==> src/rtl/swap_round_engine.sv <==
// Iterated key-driven bit-swap scrambler: one swap pass per clock over ROUNDS passes,
// with the key rotated left by KEY_ROT between passes, behind valid/ready handshakes.

module swap #(
  parameter int TAG_SIZE        = 4,
  parameter int RECORD_SIZE     = 16,
  parameter int SECRET_KEY_SIZE = 16
) (
  input  logic [RECORD_SIZE-1:0]     i_record,
  input  logic [SECRET_KEY_SIZE-1:0] secret_key,
  output logic [RECORD_SIZE-1:0]     o_record
);
  localparam int NB = RECORD_SIZE / TAG_SIZE;
  localparam int IW = (NB > 1) ? $clog2(NB) : 1;
  localparam int PW = (TAG_SIZE > 1) ? $clog2(TAG_SIZE) : 1;
  localparam int FW = SECRET_KEY_SIZE / 4;

  // Key is four FW-bit fields: {py, s:px, by, bx}, each using its low bits.
  logic [IW-1:0] bx_s, by_s;
  logic [PW-1:0] px_s, py_s, s_s;

  assign bx_s = secret_key[0 +: IW];
  assign by_s = secret_key[FW +: IW];
  assign px_s = secret_key[2*FW +: PW];
  assign s_s  = secret_key[2*FW+PW +: PW];
  assign py_s = secret_key[3*FW +: PW];

  // Swap s bits of block bx (from px) with block by (from py); runs are clipped at the tag edge.
  always_comb begin
    o_record = i_record;
    for (int j = 0; j < TAG_SIZE; j++) begin
      if ((bx_s != by_s) && (j < int'(s_s)) &&
          (int'(px_s) + j < TAG_SIZE) && (int'(py_s) + j < TAG_SIZE) &&
          (int'(bx_s) < NB) && (int'(by_s) < NB)) begin
        o_record[int'(bx_s)*TAG_SIZE + int'(px_s) + j] = i_record[int'(by_s)*TAG_SIZE + int'(py_s) + j];
        o_record[int'(by_s)*TAG_SIZE + int'(py_s) + j] = i_record[int'(bx_s)*TAG_SIZE + int'(px_s) + j];
      end
    end
  end
endmodule

module swap_round_engine #(
  parameter int TAG_SIZE        = 4,
  parameter int RECORD_SIZE     = 16,
  parameter int SECRET_KEY_SIZE = 16,
  parameter int ROUNDS          = 4,
  parameter int KEY_ROT         = 3
) (
  input  logic                       clk,
  input  logic                       reset,
  input  logic                       in_valid,
  output logic                       in_ready,
  input  logic [RECORD_SIZE-1:0]     in_record,
  input  logic [SECRET_KEY_SIZE-1:0] in_key,
  output logic                       out_valid,
  input  logic                       out_ready,
  output logic [RECORD_SIZE-1:0]     out_record,
  output logic                       busy
);
  localparam int RW = $clog2(ROUNDS + 1);
  localparam int KW = SECRET_KEY_SIZE;

  typedef enum logic [1:0] {IDLE = 2'd0, RUN = 2'd1, DONE = 2'd2} state_e;

  state_e                 state_q;
  logic [RECORD_SIZE-1:0] rec_q;
  logic [RECORD_SIZE-1:0] nxt_rec;
  logic [KW-1:0]          key_q;
  logic [KW-1:0]          key_d;
  logic [RW-1:0]          rnd_q;
  logic                   in_ready_q;
  logic                   out_valid_q;
  logic                   busy_q;

  function automatic logic [KW-1:0] rotl(input logic [KW-1:0] k, input int n);
    rotl = (k << n) | (k >> (KW - n));
  endfunction

  swap #(
    .TAG_SIZE       (TAG_SIZE),
    .RECORD_SIZE    (RECORD_SIZE),
    .SECRET_KEY_SIZE(SECRET_KEY_SIZE)
  ) u_swap (
    .i_record  (rec_q),
    .secret_key(key_q),
    .o_record  (nxt_rec)
  );

  assign key_d = rotl(key_q, KEY_ROT);

  // in_ready stays low through reset and comes up on the first edge after release.
  always_ff @(posedge clk or posedge reset) begin
    if (reset) begin
      state_q     <= IDLE;
      rec_q       <= '0;
      key_q       <= '0;
      rnd_q       <= '0;
      in_ready_q  <= 1'b0;
      out_valid_q <= 1'b0;
      busy_q      <= 1'b0;
    end else begin
      case (state_q)
        IDLE: begin
          in_ready_q <= 1'b1;
          if (in_valid && in_ready_q) begin
            rec_q      <= in_record;
            key_q      <= in_key;
            rnd_q      <= '0;
            state_q    <= RUN;
            in_ready_q <= 1'b0;
            busy_q     <= 1'b1;
          end
        end
        RUN: begin
          rec_q <= nxt_rec;
          key_q <= key_d;
          rnd_q <= rnd_q + RW'(1);
          if (rnd_q == RW'(ROUNDS - 1)) begin
            state_q     <= DONE;
            out_valid_q <= 1'b1;
          end
        end
        DONE: begin
          if (out_ready) begin
            state_q     <= IDLE;
            out_valid_q <= 1'b0;
            busy_q      <= 1'b0;
            in_ready_q  <= 1'b1;
          end
        end
        default: begin
          state_q     <= IDLE;
          in_ready_q  <= 1'b0;
          out_valid_q <= 1'b0;
          busy_q      <= 1'b0;
        end
      endcase
    end
  end

  assign in_ready   = in_ready_q;
  assign out_valid  = out_valid_q;
  assign busy       = busy_q;
  assign out_record = rec_q;
endmodule

==> config.mk <==
export PLATFORM = sky130hd
export DESIGN_NAME = swap_round_engine
export DESIGN_NICKNAME = d
export VERILOG_FILES = /design/src/rtl/swap_round_engine.sv
export SDC_FILE = /design/constraint.sdc
export NUM_CORES = 1
export LEC_CHECK = 0
export BUFFER_PORTS_ARGS = -buffer_cell sky130_fd_sc_hd__buf_4
export CORE_ASPECT_RATIO = 1.2
export CORE_MARGIN = 1
export CORE_UTILIZATION = 35
export DETAILED_ROUTE_END_ITERATION = 16
export MAX_ROUTING_LAYER = met4
export SYNTH_ARGS = -nofsm -noshare
export SYNTH_HDL_FRONTEND = slang
export SYNTH_SLANG_ARGS = --single-unit
==> constraint.sdc <==
create_clock -name clk -period 4.2 [get_ports clk]
set_clock_uncertainty 0.15 [all_clocks]
set_input_delay 0.42 -clock clk [delete_from_list [all_inputs] [get_ports clk]]
set_output_delay 0.42 -clock clk [all_outputs]
set_load 0.03 [all_outputs]
==> metrics, run 1 <==
DRT iter0 DRCs=570; reg2reg setup slack=300 ps; CTS tree=built; yosys warns=0; core area=13880 um^2; vias in the first global route=5270; CP max FO=16; Die X-Extent=111.0 um; Net Count, Synth=718; share of layout cells above drive strength 1=18.43%; Tcrit/Tclk final=92.96%; Req. time, crit path=4190 ps; grt ovf=0; die height=132.7 um; synthesized cell area=4986 um^2; initial core utilization=35.93%; post-route setup TNS=0 ps; Final setup violation count=0; htree depth=2; critical path type=reg2reg; IO Pins=55; Fin Hold WS=110.1 ps; Port Buffers=54; fin area=5663 um^2; Slew Viols, Final=0; Filler Cell Count=1422; Final nets=741; postcts setup bufs=0; Max clock buf depth=2; register area=1001 um^2; largest net degree at the start of global routing=41; fin crit period=3904 ps; antenna cells=0; first-pass GRT wire length=32.40 mm; status=complete, no violations; maximum clock frequency=0.2561 GHz; GRT Util Overall=29.82%; Placed Instance Area=5514 um^2; row cnt=47; share of the synthesized area in the top cell type=20.08%; worst hold path class=in2async; Max-Cap Viols=0; routed vias=5695; top post-synthesis cells by area=dfrtp_1 20%, mux4_2 9.5%, nand2_1 8.3%; Routed WL=21.32 mm; crit path capture type=flop; die area=14730 um^2; Worst Setup Start Kind=flop; CTS Sinks=40; Crit path arrival time=3900 ps; clock transition at the registers of the reported paths=60 ps; register bit count reported by yosys=40; clock latency on the worst-skew pair=290 ps; asr flop ratio synth=100.0%; TritonCTS buffer count=5; DRC viols=0; GPL Wtd Cong=0.9691; Reg-to-Reg End=out_record[12]; Syn Area/Cell=7.498 um^2; DRT Pass-1 Iters=5; EDFF count, synth=0; commonest cells in the netlist=110 x nand2_1, 51 x nor2_1, 47 x a21oi_1; worst r2r src=key_q[13]; area grow syn2layout=13.58%; CTS hold repair buffers=0; worst r2r path cells=9; Final Hold Vio Count=0; Root Buffer Master=clkbuf_16; sequential area share after synthesis=20.08%; initial antenna violation count=0; post-layout util=40.80%; multi-input gate area in the final layout=3702 um^2; top-count cell post-synth=nand2_1; Syn Inst Count=665; CTS resizes=0; post-route antenna net violation count=0; relative slew slack=24.61%; DP HPWL=15.42 mm; drt wl/cell=24.79 um; RSZ-0062 raised after global routing=no; Post-synth top flop=dfrtp_1; Netlist cell types=68; dominant cell type by area after synthesis=dfrtp_1; average vias per placed instance=6.622; Worst Tran Pin Value=1131 ps
cell usage in the layout, fill, tap and decap left out, types with 17 or more instances in the layout:
cell     Yosys  final
a31oi_1     30     30
mux4_2      21     21
nand3_1     22     22
buf_4        1     73
nand2_1    110    110
dfrtp_1     40     40
a21oi_1     47     47
nor2_1      51     50
ha_1        17     17
o21ai_0     42     42
cells by family after synthesis:
group / count (synthesis) / synth area share, %
AO/OA/AOI/OAI: 223 / 29.89
XOR/XNOR: 8 / 1.405
multiplexers: 38 / 13.15
flip-flops: 40 / 20.08
adder cells (fa/ha/maj): 17 / 4.266
AND/OR/NAND/NOR: 269 / 25.45
buffers and inverters: 70 / 5.772
layer usage:
metal,routed length [um],GRT usage [%],vias to the layer above,part of all wire (%)
li1,-,-,2541,-
met1,8573,37.56,2698,40
met2,10010,47.41,391,47
met3,1787,3.115,65,8.4
met4,951,15.30,0,4.5
met5,0,-,-,0
area by class of cell:
class | instances | share of cell area (%)
Inverter | 13 | 0.8617
Sequential cell | 40 | 17.68
Timing Repair Buffer | 73 | 9.677
Clock buffer | 5 | 2.209
Multi-Input combinational cell | 555 | 65.38
Tap cell | 171 | 3.778
Clock inverter | 3 | 0.4198
critical path: stages, from the launching register on:
cell	delay, ps
dfrtp_1	760
ha_1	580
xor2_1	700
mux2i_1	270
mux2i_1	90
buf_4	200
or2_2	350
o22a_1	170
o32ai_1	320
a22oi_1	150
per-stage QoR:
step / std cells / setup WS (ps)
2_1_floorplan: 665 / 1118
5_1_grt: 860 / 145.9
6_report: 860 / 295.7
3_5_place_dp: 852 / 436.2
4_1_cts: 860 / 414.3
3_3_place_gp: 852 / 437.5
how the worst max path moves through the flow:
stage                   start              to  slack [ps]  depth (start not counted)
finish              key_q[13]  out_record[12]         300                          9
global route        key_q[13]  out_record[10]         150                          9
CTS                 key_q[13]  out_record[12]         410                          9
detailed placement  key_q[13]  out_record[12]         440                          9
global placement    key_q[13]  out_record[12]         440                          9
floorplan           key_q[12]   out_record[9]        1120                         12
flip-flops by register name, summed over array words and instances, names as in the netlist:
| register | count |
|---|---|
| busy | 1 |
| out_record | 16 |
| key_q | 16 |
| state_q | 2 |
| out_valid | 1 |
| in_ready | 1 |
| rnd_q | 3 |
Power of run 1 is left out: the tool's default activity adds up to more than one toggle a clock period on the data nets, which glitch-free logic cannot reach.
==> run 2, diff against run 1 <==
--- a/config.mk
+++ b/config.mk
@@ -8,9 +8,10 @@
 export BUFFER_PORTS_ARGS = -buffer_cell sky130_fd_sc_hd__buf_4
 export CORE_ASPECT_RATIO = 1.2
 export CORE_MARGIN = 1
-export CORE_UTILIZATION = 35
+export CORE_UTILIZATION = 45
 export DETAILED_ROUTE_END_ITERATION = 16
 export MAX_ROUTING_LAYER = met4
 export SYNTH_ARGS = -nofsm -noshare
 export SYNTH_HDL_FRONTEND = slang
+export SYNTH_HIERARCHICAL = 1
 export SYNTH_SLANG_ARGS = --single-unit
==> run 2 against run 1 <==
Non-clock buffer count rose by 16. Setup slack better by 140 ps. Final cell count unchanged.
==> metrics, run 2 <==
status=complete, no violations; DRT Pass-1 Iters=7; mux contribution to synthesized area=18.76%; drt wl/cell=28.48 um; area grow syn2layout=11.91%; largest family of logic cells by synthesized area=compound AO/OA/AOI/OAI gates; Final Hold Vio Count=0; routed vias=6318; Die X-Extent=102.4 um; row cnt=43; EDFF count, synth=0; Adder-Cell Fraction of Synth Area=3.908%; critical path type=reg2reg; register bit count reported by yosys=40; sequential area share after synthesis=18.39%; Worst Tran Pin Value=980.9 ps; GRT Util Overall=41.58%; die area=12540 um^2; top-count cell post-synth=o21ai_0; Final setup violation count=0; xor and xnor area share after synthesis=1.586%; post-route antenna net violation count=0; vias in the first global route=5885; Netlist cell types=79; fin crit period=3761 ps; clock transition at the registers of the reported paths=60 ps; share of layout cells above drive strength 1=20.51%; top post-synthesis cells by area=dfrtp_1 18%, mux4_2 11%, mux2i_1 7.2%; GPL Wtd Cong=1.095; DP HPWL=17.21 mm; crit path capture type=flop; most common cell after layout, fill and taps aside=buf_4; largest net degree at the start of global routing=42; Crit path arrival time=3830 ps; Slew Viols, Final=0; die height=122.5 um; DRC viols=0; CTS tree=built; Routed WL=24.50 mm; post-route setup TNS=0 ps; average vias per placed instance=7.347; asr flop ratio synth=100.0%; initial core utilization=46.62%; RSZ-0062 raised after global routing=no; postcts setup bufs=0; htree depth=2; IO Pins=55; Req. time, crit path=4270 ps; Worst Setup Start Kind=flop; worst setup path startpoint=key_q[1]; Tcrit/Tclk final=89.55%; Final nets=754; Syn Area/Cell=8.111 um^2; Compound-Gate Fraction of Synth Area=30.16%; Syn Inst Count=671; CTS resizes=0; first-pass GRT wire length=36.77 mm; CP max FO=21; worst r2r src=key_q[1]; Net Count, Synth=724; CTS hold repair buffers=0; Port Buffers=54; relative slew slack=34.61%; commonest cells in the netlist=56 x o21ai_0, 49 x nand2_1, 49 x nand3_1; maximum clock frequency=0.2659 GHz; commonest non-fill, non-tap cells in the layout=89 x buf_4, 56 x o21ai_0, 49 x nand2_1, 49 x nand3_1, 43 x a21oi_1; Max clock buf depth=2; clock latency on the worst-skew pair=290 ps; synthesized cell area=5443 um^2; TritonCTS buffer count=5; share of the synthesized area in the top cell type=18.39%; DRT iter0 DRCs=1024; Post-synth top flop=dfrtp_1; Max-Cap Viols=0; Fin Hold WS=124.5 ps; initial antenna violation count=1; CTS Sinks=40; Root Buffer Master=clkbuf_16; simple-gate share of the synthesized area=19.29%; dominant cell type by area after synthesis=dfrtp_1; grt ovf=0; worst hold path class=in2async; yosys warns=6; core area=11670 um^2
==> run 2: cell count changes in the layout (fill, tap and decap cells not counted), moves of 16 or more <==
cell | previous run | this run
nand2_1 | 110 | 49
mux2i_1 | 9 | 39
o21ai_1 | 3 | 32
nand3_1 | 22 | 49
nor2_1 | 50 | 28
buf_4 | 73 | 89
==> run 2: cell type report <==
class / instances / area, um^2
well taps: 157 / 196.4
clock buffers: 6 / 128.9
fillers: 1134 / 5584
diodes: 1 / 2.502
multi-input cells: 549 / 4018
inverters: 16 / 60.06
clock inverters: 2 / 16.27
flip-flops and latches: 40 / 1001
repair buffers: 89 / 668.1
==> run 2: critical path, cell delays in order (launching register included) <==
cell and delay (ps):
dfrtp_1 980, xor2_1 340, o22ai_2 790, buf_4 310, nand2_1 60, o21ai_0 100, nor4_1 80, a2111oi_0 550
mux2i_1 160, o21ai_1 150
==> run 2: final timing paths <==
kind | cells after the start | to | slack (ps)
worst max-delay path | 9 | out_record[5] | 440
worst min-delay path | 3 | in_ready | 120
worst max register to register | 9 | out_record[5] | 440
worst min register to register | 1 | rnd_q[0] | 340
max in group asynchronous | 3 | out_record[3] | 3380
min in group clk | 3 | out_record[4] | 250
==> run 2: cells by family (layout without fill, tap and decap cells) <==
family | count (synthesis) | in the layout
AOI/OAI and AO/OA | 251 | 251
and+or+nand+nor | 204 | 204
buffers and inverters | 82 | 113
muxes | 68 | 68
DFF | 40 | 40
adders and majority gates | 17 | 17
xor gates and xnor gates | 9 | 9
other | 0 | 1
==> run 2: stage by stage <==
stage | setup WS, ps | std cells | utilization, % | instance area (um^2)
6_report | 439.0 | 860 | 52.17 | 6091
5_1_grt | 242.9 | 860 | 52.17 | 6091
4_1_cts | 549.5 | 859 | 52.15 | 6088
3_5_place_dp | 573.5 | 851 | 50.91 | 5943
3_3_place_gp | 596.2 | 851 | 50.91 | 5943
2_1_floorplan | 934.5 | 671 | - | 5443
==> run 2: layer usage <==
| layer | share of wire, % | vias up | global-route usage (%) |
|---|---|---|---|
| met4 | 6.6 | 0 | 24.11 |
| li1 | - | 2645 | - |
| met5 | 0 | - | - |
| met2 | 46 | 516 | 61.24 |
| met1 | 38 | 3029 | 53.06 |
| met3 | 10 | 128 | 7.859 |
Power of run 2 is left out for the same reason.
